<file path="src/rtl/riscv_pkg.sv">
// Shared RV32I decode constants and the ALU operation encoding used by id_stage and the ALU.
package riscv_pkg;

  localparam logic [6:0] OPC_OP     = 7'b0110011;
  localparam logic [6:0] OPC_OP_IMM = 7'b0010011;
  localparam logic [6:0] OPC_LUI    = 7'b0110111;
  localparam logic [6:0] OPC_AUIPC  = 7'b0010111;

  localparam logic [2:0] F3_ADD  = 3'b000;
  localparam logic [2:0] F3_SLL  = 3'b001;
  localparam logic [2:0] F3_SLT  = 3'b010;
  localparam logic [2:0] F3_SLTU = 3'b011;
  localparam logic [2:0] F3_XOR  = 3'b100;
  localparam logic [2:0] F3_SR   = 3'b101;
  localparam logic [2:0] F3_OR   = 3'b110;
  localparam logic [2:0] F3_AND  = 3'b111;

  localparam logic [6:0] F7_BASE = 7'b0000000;
  localparam logic [6:0] F7_ALT  = 7'b0100000;

  typedef enum logic [3:0] {
    ALU_ADD  = 4'd0,
    ALU_SUB  = 4'd1,
    ALU_SLL  = 4'd2,
    ALU_SLT  = 4'd3,
    ALU_SLTU = 4'd4,
    ALU_XOR  = 4'd5,
    ALU_SRL  = 4'd6,
    ALU_SRA  = 4'd7,
    ALU_OR   = 4'd8,
    ALU_AND  = 4'd9
  } alu_op_e;

endpackage

</file>
<file path="src/rtl/imm_gen.sv">
// Immediate extraction for the decode stage: I-type (sign-extended), U-type and shift amount.
module imm_gen
  import riscv_pkg::*;
(
  input  logic [31:0] i_instr,
  output logic [31:0] o_imm_i,
  output logic [31:0] o_imm_u,
  output logic [4:0]  o_shamt
);

  assign o_imm_i = {{20{i_instr[31]}}, i_instr[31:20]};
  assign o_imm_u = {i_instr[31:12], 12'b0};
  assign o_shamt = i_instr[24:20];

endmodule

</file>
<file path="src/rtl/id_stage.sv">
// RV32I integer decode stage: decodes OP/OP-IMM/LUI/AUIPC into ALU operands behind a
// single-entry valid/ready pipeline register, counting every handoff to execute.
module id_stage
  import riscv_pkg::*;
(
  input  logic        clk,
  input  logic        rst_n,
  input  logic        in_valid,
  output logic        in_ready,
  input  logic [31:0] in_instr,
  input  logic [31:0] in_pc,
  output logic [4:0]  rs1_addr,
  output logic [4:0]  rs2_addr,
  input  logic [31:0] rs1_data,
  input  logic [31:0] rs2_data,
  input  logic        flush,
  output logic        out_valid,
  input  logic        out_ready,
  output logic [3:0]  out_alu_op,
  output logic [31:0] out_a,
  output logic [31:0] out_b,
  output logic [4:0]  out_rd,
  output logic        out_wb_en,
  output logic        out_illegal,
  output logic [31:0] out_pc,
  output logic [31:0] issue_cnt
);

  logic [6:0]  w_opcode;
  logic [2:0]  w_funct3;
  logic [6:0]  w_funct7;
  logic [4:0]  w_rd;
  logic [31:0] w_rs1_val;
  logic [31:0] w_rs2_val;
  logic [31:0] w_imm_i;
  logic [31:0] w_imm_u;
  logic [4:0]  w_shamt;

  alu_op_e     w_op;
  logic [31:0] w_a;
  logic [31:0] w_b;
  logic        w_illegal;
  logic        w_wb_en;
  logic        w_accept;
  logic        w_handoff;

  logic        r_valid;
  alu_op_e     r_alu_op;
  logic [31:0] r_a;
  logic [31:0] r_b;
  logic [4:0]  r_rd;
  logic        r_wb_en;
  logic        r_illegal;
  logic [31:0] r_pc;
  logic [31:0] r_issue_cnt;

  assign w_opcode = in_instr[6:0];
  assign w_rd     = in_instr[11:7];
  assign w_funct3 = in_instr[14:12];
  assign w_funct7 = in_instr[31:25];
  assign rs1_addr = in_instr[19:15];
  assign rs2_addr = in_instr[24:20];

  // x0 is hardwired to zero whatever the register file returns
  assign w_rs1_val = (rs1_addr == 5'd0) ? 32'd0 : rs1_data;
  assign w_rs2_val = (rs2_addr == 5'd0) ? 32'd0 : rs2_data;

  imm_gen u_imm_gen (
    .i_instr (in_instr),
    .o_imm_i (w_imm_i),
    .o_imm_u (w_imm_u),
    .o_shamt (w_shamt)
  );

  always_comb begin
    w_op      = ALU_ADD;
    w_illegal = 1'b1;
    w_a       = 32'd0;
    w_b       = 32'd0;
    unique case (w_opcode)
      OPC_OP: begin
        w_a = w_rs1_val;
        w_b = w_rs2_val;
        unique case (w_funct3)
          F3_ADD: begin
            if (w_funct7 == F7_BASE) begin w_op = ALU_ADD; w_illegal = 1'b0; end
            else if (w_funct7 == F7_ALT) begin w_op = ALU_SUB; w_illegal = 1'b0; end
          end
          F3_SLL:  if (w_funct7 == F7_BASE) begin w_op = ALU_SLL;  w_illegal = 1'b0; end
          F3_SLT:  if (w_funct7 == F7_BASE) begin w_op = ALU_SLT;  w_illegal = 1'b0; end
          F3_SLTU: if (w_funct7 == F7_BASE) begin w_op = ALU_SLTU; w_illegal = 1'b0; end
          F3_XOR:  if (w_funct7 == F7_BASE) begin w_op = ALU_XOR;  w_illegal = 1'b0; end
          F3_SR: begin
            if (w_funct7 == F7_BASE) begin w_op = ALU_SRL; w_illegal = 1'b0; end
            else if (w_funct7 == F7_ALT) begin w_op = ALU_SRA; w_illegal = 1'b0; end
          end
          F3_OR:   if (w_funct7 == F7_BASE) begin w_op = ALU_OR;  w_illegal = 1'b0; end
          F3_AND:  if (w_funct7 == F7_BASE) begin w_op = ALU_AND; w_illegal = 1'b0; end
          default: ;
        endcase
      end
      OPC_OP_IMM: begin
        w_a = w_rs1_val;
        w_b = w_imm_i;
        unique case (w_funct3)
          F3_ADD:  begin w_op = ALU_ADD;  w_illegal = 1'b0; end
          F3_SLT:  begin w_op = ALU_SLT;  w_illegal = 1'b0; end
          F3_SLTU: begin w_op = ALU_SLTU; w_illegal = 1'b0; end
          F3_XOR:  begin w_op = ALU_XOR;  w_illegal = 1'b0; end
          F3_OR:   begin w_op = ALU_OR;   w_illegal = 1'b0; end
          F3_AND:  begin w_op = ALU_AND;  w_illegal = 1'b0; end
          F3_SLL: begin
            w_b = {27'd0, w_shamt};
            if (w_funct7 == F7_BASE) begin w_op = ALU_SLL; w_illegal = 1'b0; end
          end
          F3_SR: begin
            w_b = {27'd0, w_shamt};
            if (w_funct7 == F7_BASE) begin w_op = ALU_SRL; w_illegal = 1'b0; end
            else if (w_funct7 == F7_ALT) begin w_op = ALU_SRA; w_illegal = 1'b0; end
          end
          default: ;
        endcase
      end
      OPC_LUI: begin
        w_b       = w_imm_u;
        w_illegal = 1'b0;
      end
      OPC_AUIPC: begin
        w_a       = in_pc;
        w_b       = w_imm_u;
        w_illegal = 1'b0;
      end
      default: ;
    endcase
    // an illegal instruction travels as a harmless ADD 0,0 with no write-back
    if (w_illegal) begin
      w_op = ALU_ADD;
      w_a  = 32'd0;
      w_b  = 32'd0;
    end
  end

  assign w_wb_en   = !w_illegal && (w_rd != 5'd0);
  assign in_ready  = !rst_n || !r_valid || out_ready;
  assign w_accept  = in_valid && in_ready;
  assign w_handoff = r_valid && out_ready;

  always_ff @(posedge clk) begin
    if (!rst_n) begin
      r_valid     <= 1'b0;
      r_issue_cnt <= 32'd0;
      r_alu_op    <= ALU_ADD;
      r_a         <= 32'd0;
      r_b         <= 32'd0;
      r_rd        <= 5'd0;
      r_wb_en     <= 1'b0;
      r_illegal   <= 1'b0;
      r_pc        <= 32'd0;
    end else if (flush) begin
      r_valid <= 1'b0;
    end else begin
      if (w_handoff) r_issue_cnt <= r_issue_cnt + 32'd1;
      if (w_accept) begin
        r_valid   <= 1'b1;
        r_alu_op  <= w_op;
        r_a       <= w_a;
        r_b       <= w_b;
        r_rd      <= w_rd;
        r_wb_en   <= w_wb_en;
        r_illegal <= w_illegal;
        r_pc      <= in_pc;
      end else if (w_handoff) begin
        r_valid <= 1'b0;
      end
    end
  end

  assign out_valid   = r_valid;
  assign out_alu_op  = r_alu_op;
  assign out_a       = r_a;
  assign out_b       = r_b;
  assign out_rd      = r_rd;
  assign out_wb_en   = r_wb_en;
  assign out_illegal = r_illegal;
  assign out_pc      = r_pc;
  assign issue_cnt   = r_issue_cnt;

endmodule

</file>
<file path="config.mk">
export PLATFORM = sky130hd
export DESIGN_NAME = id_stage
export DESIGN_NICKNAME = d
export VERILOG_FILES = /design/src/rtl/riscv_pkg.sv /design/src/rtl/imm_gen.sv /design/src/rtl/id_stage.sv
export SDC_FILE = /design/constraint.sdc
export NUM_CORES = 1
export LEC_CHECK = 0
export ABC_CLOCK_PERIOD_IN_PS = 1500
export CORE_ASPECT_RATIO = 0.75
export CORE_MARGIN = 1.5
export CORE_UTILIZATION = 35
export CTS_CLUSTER_DIAMETER = 40
export DETAILED_ROUTE_END_ITERATION = 16
export PLACE_DENSITY = 0.76
export SLEW_MARGIN = 20
export SYNTH_ARGS = -nofsm -noshare
export SYNTH_HDL_FRONTEND = slang
export SYNTH_SLANG_ARGS = --single-unit
export TNS_END_PERCENT = 10
</file>
<file path="constraint.sdc">
create_clock -name clk -period 1.5 [get_ports clk]
set_input_delay 0.225 -clock clk [delete_from_list [all_inputs] [get_ports clk]]
set_output_delay 0.225 -clock clk [all_outputs]
set_load 0.05 [all_outputs]
</file>
==> metrics.txt <==
# TYPE chip_impl_metric gauge
chip_impl_info{name="run_status",value="complete, but fails checks"} 1
chip_impl_info{name="violations_in_the_final_reports",value="setup timing"} 1
chip_impl_metric{name="fmaxAchievable",unit="GHz"} 0.628
chip_impl_metric{name="cts.htree.levels",unit=""} 4
chip_impl_metric{name="portBuffers",unit=""} 283
chip_impl_info{name="grt_setup_unrepaired",value="yes"} 1
chip_impl_metric{name="final.setup.worst_slack",unit="ns"} -0.0914
chip_impl_metric{name="grt_antenna_before_repair",unit=""} 1
chip_impl_metric{name="cts_sinks",unit=""} 140
chip_impl_metric{name="vias_in_the_first_global_route",unit=""} 6894
chip_impl_metric{name="share_comb_of_total_power",unit="%"} 13.5
chip_impl_metric{name="avgRoutedWirePerCell",unit="um"} 18.4
chip_impl_metric{name="die_y",unit="um"} 119
chip_impl_info{name="setup.worst_path.class",value="primary input to register"} 1
chip_impl_metric{name="final_period_minus_worst_setup_slack",unit="ns"} 1.59
chip_impl_metric{name="synth-simple-area-share",unit="%"} 20.3
chip_impl_metric{name="timing.critical_path.arrival",unit="ns"} 1.92
chip_impl_metric{name="mapped_cell_area",unit="mm2"} 0.00626
chip_impl_metric{name="regToRegSetupSlack",unit="ns"} -0.06
chip_impl_metric{name="power-per-cell-area",unit="mW/mm2"} 858
chip_impl_metric{name="cts.clk_slew.worst_paths",unit="ns"} 0.06
chip_impl_metric{name="compound_gate_fraction_of_synth_area",unit="%"} 24.1
chip_impl_info{name="ys_dominant_reg_cell",value="sky130_fd_sc_hd__dfxtp_1"} 1
chip_impl_metric{name="report.final.slew_viol_count",unit=""} 0
chip_impl_metric{name="timing.final.crit_share",unit="%"} 106
chip_impl_metric{name="synthMuxAreaShare",unit="%"} 0.160
chip_impl_metric{name="async_sr_flop_fraction",unit="%"} 0
chip_impl_metric{name="number_of_antenna_violating_nets_in_the_routed_design",unit=""} 0
chip_impl_metric{name="post_synth_xor_area_fraction",unit="%"} 3.78
chip_impl_metric{name="dp.cells",unit=""} 1269
chip_impl_metric{name="postSynthAreaPerCell",unit="um2"} 8.70
chip_impl_metric{name="dr.pass1.iters",unit=""} 7
chip_impl_metric{name="route.vias.total",unit=""} 7057
chip_impl_info{name="worstSetupEndpointType",value="register"} 1
chip_impl_metric{name="rows",unit=""} 42
chip_impl_metric{name="grt_first_pass_wirelength",unit="um"} 37000
chip_impl_metric{name="critPathBufInv",unit=""} 3
chip_impl_metric{name="power.internal",unit="mW"} 7.25
chip_impl_metric{name="slowest_delay",unit="ns"} 0.43
chip_impl_metric{name="area_growth_syn_to_layout",unit="%"} 79.9
chip_impl_info{name="timing.rr.start",value="out_valid$_SDFFE_PP0P_"} 1
chip_impl_metric{name="max_cap_viol_count",unit=""} 0
chip_impl_metric{name="overflow",unit=""} 0
chip_impl_metric{name="timing_hold_violations_final",unit=""} 0
chip_impl_metric{name="worst-path-max-fanout",unit=""} 10
chip_impl_metric{name="fin_skew",unit="ns"} 0.00602
chip_impl_metric{name="synth.distinct_cells",unit=""} 59
chip_impl_metric{name="clockBufferDepth",unit=""} 2
chip_impl_info{name="layout.cells.most_common_list",value="sky130_fd_sc_hd__buf_4 (181), sky130_fd_sc_hd__dfxtp_1 (132), sky130_fd_sc_hd__clkdlybuf4s50_1 (120)"} 1
chip_impl_metric{name="finalWeightedCongestion",unit=""} 0.881
chip_impl_metric{name="floorplan.io_pins",unit=""} 284
chip_impl_info{name="crit_path_start_kind",value="primary input"} 1
chip_impl_metric{name="initial_core_util",unit="%"} 35.6
chip_impl_info{name="crit_path_cell_trace",value="clkdlybuf4s50_1, buf_4, o21a_1, o211ai_4, buf_6, nand3_4, a211oi_2"} 1
chip_impl_metric{name="drc",unit=""} 0
chip_impl_metric{name="overall_fraction_of_global_route_tracks_in_use",unit="%"} 25.3
chip_impl_metric{name="clockPowerShare",unit="%"} 47.3
chip_impl_info{name="timing.hold.worst.class",value="primary input to register"} 1
chip_impl_info{name="clock_tree_from_tritoncts",value="done"} 1
chip_impl_metric{name="power.leakage",unit="nW"} 4.44
chip_impl_metric{name="die-area",unit="mm2"} 0.0187
chip_impl_info{name="synth_top_family_by_area",value="compound AO/OA/AOI/OAI gates"} 1
chip_impl_metric{name="cp_data_required_time",unit="ns"} 1.83
chip_impl_metric{name="finalHoldWorstSlack",unit="ns"} 0.0574
chip_impl_metric{name="place.detailed.hpwl",unit="um"} 17400
chip_impl_info{name="cts-root-buf",value="sky130_fd_sc_hd__clkbuf_16"} 1
chip_impl_info{name="crit_family",value="buffers and inverters"} 1
chip_impl_metric{name="timing.final.setup_violations",unit=""} 70
chip_impl_info{name="final_common_cell",value="sky130_fd_sc_hd__buf_4"} 1
chip_impl_metric{name="ff2ff_path_depth",unit=""} 7
chip_impl_metric{name="drive_gt1_share",unit="%"} 33.8
chip_impl_metric{name="p_sw_share",unit="%"} 25.0
chip_impl_metric{name="final_net_count",unit=""} 1190
chip_impl_metric{name="seq_power_share",unit="%"} 39.3
chip_impl_info{name="startpoint",value="in_instr[13]"} 1
chip_impl_metric{name="stdcell_count",unit=""} 1312
chip_impl_metric{name="drt-total-wl",unit="um"} 24100
chip_impl_info{name="crit_path_end",value="out_b[5]$_SDFFE_PN0P_"} 1
chip_impl_metric{name="core_region_area",unit="mm2"} 0.0176
chip_impl_metric{name="synthAdderAreaFrac",unit="%"} 0.200
chip_impl_metric{name="worst-slew-pin-transition",unit="ns"} 0.466
chip_impl_metric{name="first_iter_violations",unit=""} 484
chip_impl_metric{name="synth-edff-count",unit=""} 0
chip_impl_metric{name="ir_drop",unit="uV"} 700
chip_impl_metric{name="die_w",unit="um"} 157
chip_impl_metric{name="synth_seq_area_share",unit="%"} 44.8
chip_impl_metric{name="netlist_instances",unit=""} 720
chip_impl_metric{name="yosys_warnings",unit=""} 0
chip_impl_metric{name="synth_nets",unit=""} 854
chip_impl_metric{name="clock_network_latency_to_the_later_pin_of_the_worst_skew_pair",unit="ns"} 0.41
chip_impl_metric{name="relSlewSlack",unit="%"} 68.9
chip_impl_metric{name="cts_inserted_buffers",unit=""} 17
chip_impl_metric{name="critical_path_cell_count",unit=""} 7
chip_impl_metric{name="net-switching-power",unit="mW"} 2.42
chip_impl_info{name="critical_path.reg2reg.endpoint",value="out_b[5]$_SDFFE_PN0P_"} 1
chip_impl_metric{name="grt_start_max_net_pins",unit=""} 41
chip_impl_info{name="cpMaxStageDelayCell",value="sky130_fd_sc_hd__clkdlybuf4s50_1"} 1
chip_impl_metric{name="synth-seq-cells",unit=""} 140
chip_impl_metric{name="avgViaCountPerCell",unit=""} 5.38
==> per-layer routing <==
| layer | global-route usage [%] | part of all wire [%] |
|---|---|---|
| met3 | 8.84 | 9.8 |
| met5 | 0 | 0 |
| met4 | 8.25 | 2.3 |
| met2 | 41.6 | 48 |
| met1 | 30.7 | 40 |
==> cells by family (layout without fill, tap and decap cells) <==
kind of cell	after synthesis	count (layout)
buf+inv	83	431
simple gates	271	272
xor+xnor	27	27
compound gates	197	197
flops	140	140
fa+ha+maj	1	1
other cells	0	1
mux	1	1
==> repair_timing <==
item                                    4_1_cts  5_1_grt
gates cloned                                  2        0
gates resized for setup                      52       49
setup buffers                                 5        3
endpoints found under the setup margin       86      132
pin swaps                                    15       11
hold buffers                                  0        0
==> metrics by stage <==
stage	util, %	instance area, um2	setup WS [ns]	power [mW]	TNS [ns]
after floorplan	-	6300	-0.447	4.41	-52.59
after global placement	58.0	10200	-0.768	5.13	-72.05
after detailed placement	58.0	10200	-0.852	5.15	-78.28
after CTS	62.9	11100	-0.0463	9.71	-0.379
after global routing	64.0	11300	-0.136	9.98	-7.79
final	64.0	11300	-0.0914	9.67	-2.11
==> power groups by stage <==
stage | Clock [mW] | Sequential [mW] | Combinational [mW]
after detailed placement | 0 | 3.88 | 1.27
after CTS | 4.63 | 3.80 | 1.29
after global placement | 0 | 3.88 | 1.26
after global routing | 4.81 | 3.80 | 1.37
final | 4.57 | 3.80 | 1.30
after floorplan | 0 | 4.05 | 0.363
==> synth_stat cells (2+ instances only) <==
| master | count | share of area, % |
|---|---|---|
| sky130_fd_sc_hd__nand4b_1 | 2 | 0.28 |
| sky130_fd_sc_hd__o22ai_1 | 3 | 0.30 |
| sky130_fd_sc_hd__a221oi_1 | 19 | 2.7 |
| sky130_fd_sc_hd__nand3b_1 | 4 | 0.48 |
| sky130_fd_sc_hd__buf_4 | 16 | 1.9 |
| sky130_fd_sc_hd__or3_1 | 5 | 0.50 |
| sky130_fd_sc_hd__buf_6 | 3 | 0.54 |
| sky130_fd_sc_hd__and4_1 | 3 | 0.42 |
| sky130_fd_sc_hd__buf_2 | 20 | 1.6 |
| sky130_fd_sc_hd__buf_1 | 5 | 0.30 |
| sky130_fd_sc_hd__xnor2_1 | 2 | 0.28 |
| sky130_fd_sc_hd__clkbuf_1 | 32 | 1.9 |
| sky130_fd_sc_hd__a22oi_1 | 3 | 0.36 |
| sky130_fd_sc_hd__nor2_1 | 71 | 4.3 |
| sky130_fd_sc_hd__a22o_1 | 2 | 0.28 |
| sky130_fd_sc_hd__and3_1 | 10 | 1.0 |
| sky130_fd_sc_hd__inv_1 | 5 | 0.30 |
| sky130_fd_sc_hd__a32oi_1 | 32 | 4.5 |
| sky130_fd_sc_hd__a21oi_1 | 47 | 3.8 |
| sky130_fd_sc_hd__nand2_1 | 120 | 7.2 |
| sky130_fd_sc_hd__and2_1 | 3 | 0.30 |
| sky130_fd_sc_hd__o21ai_0 | 16 | 1.3 |
| sky130_fd_sc_hd__nand3_2 | 2 | 0.32 |
| sky130_fd_sc_hd__nand2b_1 | 3 | 0.30 |
| sky130_fd_sc_hd__dfxtp_1 | 140 | 45 |
| sky130_fd_sc_hd__xor2_1 | 25 | 3.5 |
| sky130_fd_sc_hd__or4_1 | 2 | 0.24 |
| sky130_fd_sc_hd__nor3_1 | 5 | 0.40 |
| sky130_fd_sc_hd__a211oi_1 | 12 | 1.4 |
| sky130_fd_sc_hd__nand4_1 | 16 | 1.6 |
| sky130_fd_sc_hd__o21ai_1 | 10 | 0.80 |
| sky130_fd_sc_hd__a32o_1 | 32 | 5.1 |
| sky130_fd_sc_hd__nand3_1 | 12 | 0.96 |
| sky130_fd_sc_hd__a222oi_1 | 12 | 1.9 |
| sky130_fd_sc_hd__and3b_1 | 2 | 0.28 |
==> worst min-delay path by stage <==
stage,start,slack (ns),cells past startpoint,endpoint
floorplan,flush,0.29,1,out_valid$_SDFFE_PP0P_
global placement,out_b[18]$_SDFFE_PN0P_,0.44,2,out_b[18]$_SDFFE_PN0P_
detailed placement,out_b[29]$_SDFFE_PN0P_,0.44,2,out_b[29]$_SDFFE_PN0P_
CTS,in_instr[26],0.31,3,out_b[26]$_SDFFE_PN0P_
global route,flush,0.06,2,out_valid$_SDFFE_PP0P_
finish,flush,0.06,2,out_valid$_SDFFE_PP0P_
==> layout make-up <==
type | count | area, um2
Antenna cell | 1 | 2.50
Timing Repair Buffer | 393 | 4160
Sequential cell | 140 | 2820
Clock buffer | 19 | 443
Tap cell | 242 | 303
Inverter | 6 | 23.8
Clock inverter | 13 | 190
Fill cell | 1395 | 6340
Multi-Input combinational cell | 498 | 3330
==> worst reg2reg max path: stages (launching register included) <==
cell                       delay, ns
sky130_fd_sc_hd__dfxtp_4        0.34
sky130_fd_sc_hd__nand3b_1       0.14
sky130_fd_sc_hd__nand3b_4       0.11
sky130_fd_sc_hd__a311oi_4       0.22
sky130_fd_sc_hd__buf_6          0.17
sky130_fd_sc_hd__buf_6          0.12
sky130_fd_sc_hd__nand3_4        0.13
sky130_fd_sc_hd__a211oi_2       0.25
==> flip-flops by register name, summed over array words and instances (netlist names) <==
name,cells
out_pc,32
out_b,32
out_wb_en,1
out_alu_op,4
out_rd,5
out_illegal,1
issue_cnt,32
out_valid,1
out_a,32
Power figures use the tool's default switching activity.
